### src/rtl/riscv_mmio_pkg.sv
// Shared MMIO definitions for the RISC-V core peripherals.
//   - Address constants for the UART control/status register, the UART
//     transmit register, the cycle-counter reset register and the LED register.
//   - State encoding for the UART transmit store queue output FSM.
package riscv_mmio_pkg;

    localparam logic [31:0] UART_CTRL_ADDR = 32'h8000_0000;
    localparam logic [31:0] UART_TX_ADDR   = 32'h8000_0008;
    localparam logic [31:0] CNT_RST_ADDR   = 32'h8000_0018;
    localparam logic [31:0] LED_ADDR       = 32'h8000_0030;

    typedef enum logic {
        TX_IDLE = 1'b0,
        TX_SEND = 1'b1
    } tx_state_e;

endpackage

### src/rtl/sync_fifo.sv
// Synchronous single-clock FIFO.
//   clk      in   core clock, all state on rising edge
//   rst_n    in   async active-low reset (pointers and count only)
//   push_i   in   write wdata_i this edge (ignored when full)
//   wdata_i  in   DATA_W write data
//   pop_i    in   advance the read pointer this edge (ignored when empty)
//   rdata_o  out  DATA_W head entry (valid when ~empty_o)
//   full_o   out  count == DEPTH
//   empty_o  out  count == 0
//   count_o  out  $clog2(DEPTH)+1 entries held
module sync_fifo
    import riscv_mmio_pkg::*;
#(
    parameter int DEPTH  = 8,
    parameter int DATA_W = 8
) (
    input  logic                       clk,
    input  logic                       rst_n,
    input  logic                       push_i,
    input  logic [DATA_W-1:0]          wdata_i,
    input  logic                       pop_i,
    output logic [DATA_W-1:0]          rdata_o,
    output logic                       full_o,
    output logic                       empty_o,
    output logic [$clog2(DEPTH):0]     count_o
);

    localparam int AW = $clog2(DEPTH);
    localparam int CW = AW + 1;

    logic [DATA_W-1:0] mem_q [DEPTH];
    logic [AW-1:0]     wr_ptr_q, wr_ptr_d;
    logic [AW-1:0]     rd_ptr_q, rd_ptr_d;
    logic [CW-1:0]     count_q,  count_d;
    logic              do_push, do_pop;

    assign full_o  = (count_q == CW'(DEPTH));
    assign empty_o = (count_q == '0);
    assign count_o = count_q;
    assign rdata_o = mem_q[rd_ptr_q];

    assign do_push = push_i & ~full_o;
    assign do_pop  = pop_i  & ~empty_o;

    // Pointers are exactly AW bits wide, so +1 wraps modulo DEPTH for free.
    always_comb begin
        wr_ptr_d = wr_ptr_q;
        rd_ptr_d = rd_ptr_q;
        count_d  = count_q;
        if (do_push) wr_ptr_d = wr_ptr_q + AW'(1);
        if (do_pop)  rd_ptr_d = rd_ptr_q + AW'(1);
        case ({do_push, do_pop})
            2'b10:   count_d = count_q + CW'(1);
            2'b01:   count_d = count_q - CW'(1);
            default: count_d = count_q;
        endcase
    end

    always_ff @(posedge clk or negedge rst_n) begin
        if (!rst_n) begin
            wr_ptr_q <= '0;
            rd_ptr_q <= '0;
            count_q  <= '0;
        end else begin
            wr_ptr_q <= wr_ptr_d;
            rd_ptr_q <= rd_ptr_d;
            count_q  <= count_d;
        end
    end

    // Storage carries no reset: stale entries are never observable because
    // the read side is gated by count.
    always_ff @(posedge clk) begin
        if (do_push) mem_q[wr_ptr_q] <= wdata_i;
    end

endmodule

### src/rtl/uart_tx_store_queue.sv
// Buffers CPU stores to the UART transmit register and feeds them to the
// UART transmitter through a valid/ready port.
//   clk          in   core clock
//   rst_n        in   async active-low reset
//   uart_we      in   store to the UART TX register this cycle
//   wdata        in   DATA_W store data low byte
//   stall        out  hold the store in the pipeline (uart_we & full)
//   tx_data      out  DATA_W byte presented to the transmitter (registered)
//   tx_valid     out  tx_data valid (registered)
//   tx_ready     in   transmitter accepts tx_data this cycle
//   full         out  FIFO storage full
//   empty        out  nothing pending (FIFO empty and tx_valid low)
//   mmio_tx_rdy  out  ~full, status bit 0 of the control/status read
//   pending      out  bytes held: FIFO count + tx_valid
module uart_tx_store_queue
    import riscv_mmio_pkg::*;
#(
    parameter int DEPTH  = 8,
    parameter int DATA_W = 8
) (
    input  logic                       clk,
    input  logic                       rst_n,
    input  logic                       uart_we,
    input  logic [DATA_W-1:0]          wdata,
    output logic                       stall,
    output logic [DATA_W-1:0]          tx_data,
    output logic                       tx_valid,
    input  logic                       tx_ready,
    output logic                       full,
    output logic                       empty,
    output logic                       mmio_tx_rdy,
    output logic [$clog2(DEPTH)+1:0]   pending
);

    localparam int CW = $clog2(DEPTH) + 1;
    localparam int PW = CW + 1;

    tx_state_e         state_q, state_d;
    logic [DATA_W-1:0] tx_data_q, tx_data_d;
    logic              fifo_push, fifo_pop;
    logic              fifo_full, fifo_empty;
    logic [DATA_W-1:0] fifo_rdata;
    logic [CW-1:0]     fifo_count;

    // Stall depends only on full, so a pop in the same cycle never admits
    // the store; it enters on the following cycle.
    assign fifo_push = uart_we & ~fifo_full;
    assign stall     = uart_we &  fifo_full;

    sync_fifo #(
        .DEPTH  (DEPTH),
        .DATA_W (DATA_W)
    ) u_fifo (
        .clk     (clk),
        .rst_n   (rst_n),
        .push_i  (fifo_push),
        .wdata_i (wdata),
        .pop_i   (fifo_pop),
        .rdata_o (fifo_rdata),
        .full_o  (fifo_full),
        .empty_o (fifo_empty),
        .count_o (fifo_count)
    );

    // The pop decision uses the pre-edge FIFO state; a byte pushed into an
    // empty FIFO is loaded one cycle later (no bypass path).
    always_comb begin
        state_d   = state_q;
        tx_data_d = tx_data_q;
        fifo_pop  = 1'b0;
        case (state_q)
            TX_IDLE: begin
                if (!fifo_empty) begin
                    fifo_pop  = 1'b1;
                    tx_data_d = fifo_rdata;
                    state_d   = TX_SEND;
                end
            end
            TX_SEND: begin
                if (tx_ready) begin
                    if (!fifo_empty) begin
                        fifo_pop  = 1'b1;
                        tx_data_d = fifo_rdata;
                    end else begin
                        state_d = TX_IDLE;
                    end
                end
            end
            default: state_d = TX_IDLE;
        endcase
    end

    always_ff @(posedge clk or negedge rst_n) begin
        if (!rst_n) begin
            state_q   <= TX_IDLE;
            tx_data_q <= '0;
        end else begin
            state_q   <= state_d;
            tx_data_q <= tx_data_d;
        end
    end

    // tx_valid is the state register itself: SEND means a byte is presented.
    assign tx_valid    = (state_q == TX_SEND);
    assign tx_data     = tx_data_q;
    assign full        = fifo_full;
    assign empty       = fifo_empty & ~tx_valid;
    assign mmio_tx_rdy = ~fifo_full;
    assign pending     = PW'(fifo_count) + PW'(tx_valid);

endmodule

### config.mk
export PLATFORM = sky130hd
export DESIGN_NAME = uart_tx_store_queue
export DESIGN_NICKNAME = d
export VERILOG_FILES = /design/src/rtl/riscv_mmio_pkg.sv /design/src/rtl/sync_fifo.sv /design/src/rtl/uart_tx_store_queue.sv
export SDC_FILE = /design/constraint.sdc
export NUM_CORES = 1
export LEC_CHECK = 0
export BUFFER_PORTS_ARGS = -buffer_cell sky130_fd_sc_hd__buf_4
export CORE_UTILIZATION = 55
export CTS_BUF_LIST = sky130_fd_sc_hd__clkbuf_8
export CTS_CLUSTER_SIZE = 12
export DETAILED_ROUTE_END_ITERATION = 7
export GPL_ROUTABILITY_DRIVEN = 0
export PLACE_DENSITY = 0.72
export SLEW_MARGIN = 20
export SYNTH_ARGS = -nofsm -noshare
export SYNTH_HDL_FRONTEND = slang
export SYNTH_HIERARCHICAL = 1
export SYNTH_SLANG_ARGS = --single-unit
### constraint.sdc
create_clock -name clk -period 3.62 [get_ports clk]
set_input_delay 0.362 -clock clk [delete_from_list [all_inputs] [get_ports clk]]
set_output_delay 0.362 -clock clk [all_outputs]
set_load 0.005 [all_outputs]
==> results.yml <==
final_layout:
  layout_commonest_cell: "edfxtp_1"
  final_cell_mix: "64 x edfxtp_1, 33 x buf_4, 19 x dfrtp_1"
  diodes: 0
  finalNetCount: 250
  multi_input_area_um2: 1065
  n_fill_cell: 419
  layout-drive-gt1-share_pct: 29.36
  finalNonFillerCells: 310
  area_growth_pct: 14.01
  seqCellArea_um2: 2397
setup_path:
  cp.required_ps: 3850
  critPathLaunchType: "register"
  criticalPathCategory: "reg2reg"
  r2r-end: "u_fifo/count_o[3]$_DFFE_PN0P_"
  r2r_slack_ps: 460
  r2r_cells: 9
  r2r_start: "u_fifo/count_o[0]$_DFFE_PN0P_"
  crit_fanout: 9
  arrival_ps: 3380
  crit_path_end_kind: "register"
sta:
  max_clock_freq_mhz: 316.6
  drv_slew: 0
  tns_ps: 0
  finalSetupViolations: 0
  min_period_over_period_pct: 87.25
  period_needed_ps: 3158
  hold_viol: 0
  timing.hold.ws_ps: 193.1
  slew_headroom_pct: 32.90
  tightest_slew_ps: 1003
  fin_skew_ps: 7.433
  rsz0062_at_grt: "false"
routing:
  wl_um: 6049
  viasPerCell: 5.790
  vias: 1795
  drc: 0
  drt_iter0_markers: 96
  ant_nets: 0
  post_drt_wl_per_cell_um: 19.51
  drtPass1Iterations: 4
global_route:
  grt_first_pass_wirelength_um: 9259
  overflow: 0
  grt_start_max_net_pins: 20
  antenna_found_initial: 0
  grt_pass1_vias: 1795
  grtUsageTotal_pct: 20.43
min_path:
  min_to: "tx_valid$_DFF_PN0_"
  min_path_type: "in2reg"
  min_delay_path_depth: 2
  hp-start: "tx_ready"
cts:
  cts_buffers: 9
  hold_buffers: 1
  cts_sinks: 83
  cts_root_buf: "clkbuf_8"
  clockBufferDepth: 2
  clkTransAtPathRegs_ps: 80
  htree_levels: 3
  clkLatencyLatePin_ps: 350
  cts-resized-gates: 0
  cts_setup_buffers: 0
  cts_tree: "built"
pwr:
  leakagePower_nw: 1.521
  ir_worst_vdd_uv: 401.4
  powerDensity_nw_per_um2: 785.4
die:
  dieHeight_um: 82.28
  core_um2: 6061
  core.rowCount: 28
  io_pins: 30
  dieArea_um2: 6770
  die_w_um: 82.28
  start_util_pct: 58.48
placed_design:
  dp_hpwl_um: 4007
  dp_cells: 293
  port_buffers: 29
logic_synthesis:
  synthesis.area_um2: 3545
  synth_cells: 191
  ys_seq_area_share_pct: 67.63
  synthDistinctLibCells: 35
  yosysTopAreaCell: "edfxtp_1"
  avgSynthCellArea_um2: 18.56
  synth.top_cell.area_share_pct: 54.22
  ys.warnings.count: 6
  synth.net_count: 211
  synth.area.top_cells: "edfxtp_1 54%, dfrtp_1 13%, mux4_1 12%, mux2_2 5.7%, ha_1 2.5%"
  synth-seq-cells: 83
job:
  drv_cap: 0
status:
  status: "complete, no violations"
-- logic make-up after synthesis --
group | after synthesis | synth area share, %
flip-flops | 83 | 67.63
multiplexers | 35 | 17.86
AO/OA/AOI/OAI | 9 | 2.048
buffers and inverters | 15 | 2.329
AND/OR/NAND/NOR | 33 | 5.118
adder cells (fa/ha/maj) | 8 | 3.036
XOR/XNOR | 8 | 1.977
-- cell type report --
cell class,count,area share [%]
Clock buffer,9,3.065
Clock inverter,7,1.734
Sequential cell,83,59.32
Timing Repair Buffer,34,6.378
Multi-Input combinational cell,93,26.35
Inverter,9,0.8359
Tap cell,75,2.322
-- synth_stat cells --
cell	n
edfxtp_1	64
dfrtp_1	19
mux2_2	18
mux4_1	16
inv_1	9
ha_1	7
nand2_1	7
nor2_1	6
xnor2_1	6
nand3_1	5
nor3b_1	3
a21oi_1	2
buf_2	2
nand2b_1	2
nor2b_1	2
nor3_1	2
o21ai_0	2
xor2_1	2
a2111o_1	1
a21oi_4	1
and2_1	1
and3_1	1
buf_1	1
buf_12	1
buf_6	1
clkbuf_1	1
fa_1	1
mux2i_1	1
nand3b_1	1
nor4_1	1
o211ai_1	1
o311ai_0	1
o41ai_1	1
or4b_2	1
or4b_4	1
-- registers in the layout, summed over array words and instances, names as in the netlist --
signal and count:
u_fifo/count_o 4, u_fifo/rd_ptr_q 3, tx_data 8, u_fifo/mem_q 64, u_fifo/wr_ptr_q 3, tx_valid 1
-- worst max-delay path, stage by stage (launching register included) --
cell      delay [ps]
dfrtp_1          480
or4b_4           590
inv_1            130
nor2b_1           90
nand2_1          130
ha_1             330
ha_1             340
or4b_2           660
o311ai_0         140
o211ai_1         130
-- stage by stage --
| stage | area, um^2 | worst slack [ps] | power (mW) | util [%] |
|---|---|---|---|---|
| after floorplan | 3545 | 660.7 | 2.197 | - |
| after global placement | 3837 | 678.9 | 2.500 | 63.32 |
| after detailed placement | 3837 | 498.8 | 2.573 | 63.32 |
| after CTS | 4041 | 480.4 | 3.206 | 66.68 |
| after global routing | 4041 | 232.3 | 3.362 | 66.68 |
| final | 4041 | 461.7 | 3.174 | 66.68 |
-- routing by layer --
layer  track usage (%)  up-vias  share of wire, %
met2             34.13       51                51
met3             4.286       12               5.5
met5                 0        -                 0
li1                  -      839                 -
met4             10.00        0               2.0
met1             25.44      893                41
-- how the worst max path moves through the flow --
stage / start / to / slack, ps / cells past startpoint
6_report: u_fifo/count_o[0]$_DFFE_PN0P_ / u_fifo/count_o[3]$_DFFE_PN0P_ / 460 / 9
5_1_grt: u_fifo/count_o[0]$_DFFE_PN0P_ / u_fifo/count_o[3]$_DFFE_PN0P_ / 230 / 10
2_1_floorplan: u_fifo/count_o[0]$_DFFE_PN0P_ / u_fifo/count_o[3]$_DFFE_PN0P_ / 660 / 9
3_5_place_dp: u_fifo/count_o[0]$_DFFE_PN0P_ / u_fifo/count_o[3]$_DFFE_PN0P_ / 500 / 10
3_3_place_gp: u_fifo/count_o[0]$_DFFE_PN0P_ / u_fifo/count_o[3]$_DFFE_PN0P_ / 680 / 10
4_1_cts: u_fifo/count_o[0]$_DFFE_PN0P_ / u_fifo/count_o[3]$_DFFE_PN0P_ / 480 / 10
-- where the power goes --
| group | switching [mW] | total (mW) | internal (mW) |
|---|---|---|---|
| Sequential | 0.239 | 1.49 | 1.25 |
| Clock | 0.320 | 0.637 | 0.317 |
| Combinational | 0.432 | 1.04 | 0.613 |
Note: power is estimated with default switching activity, not from simulation.
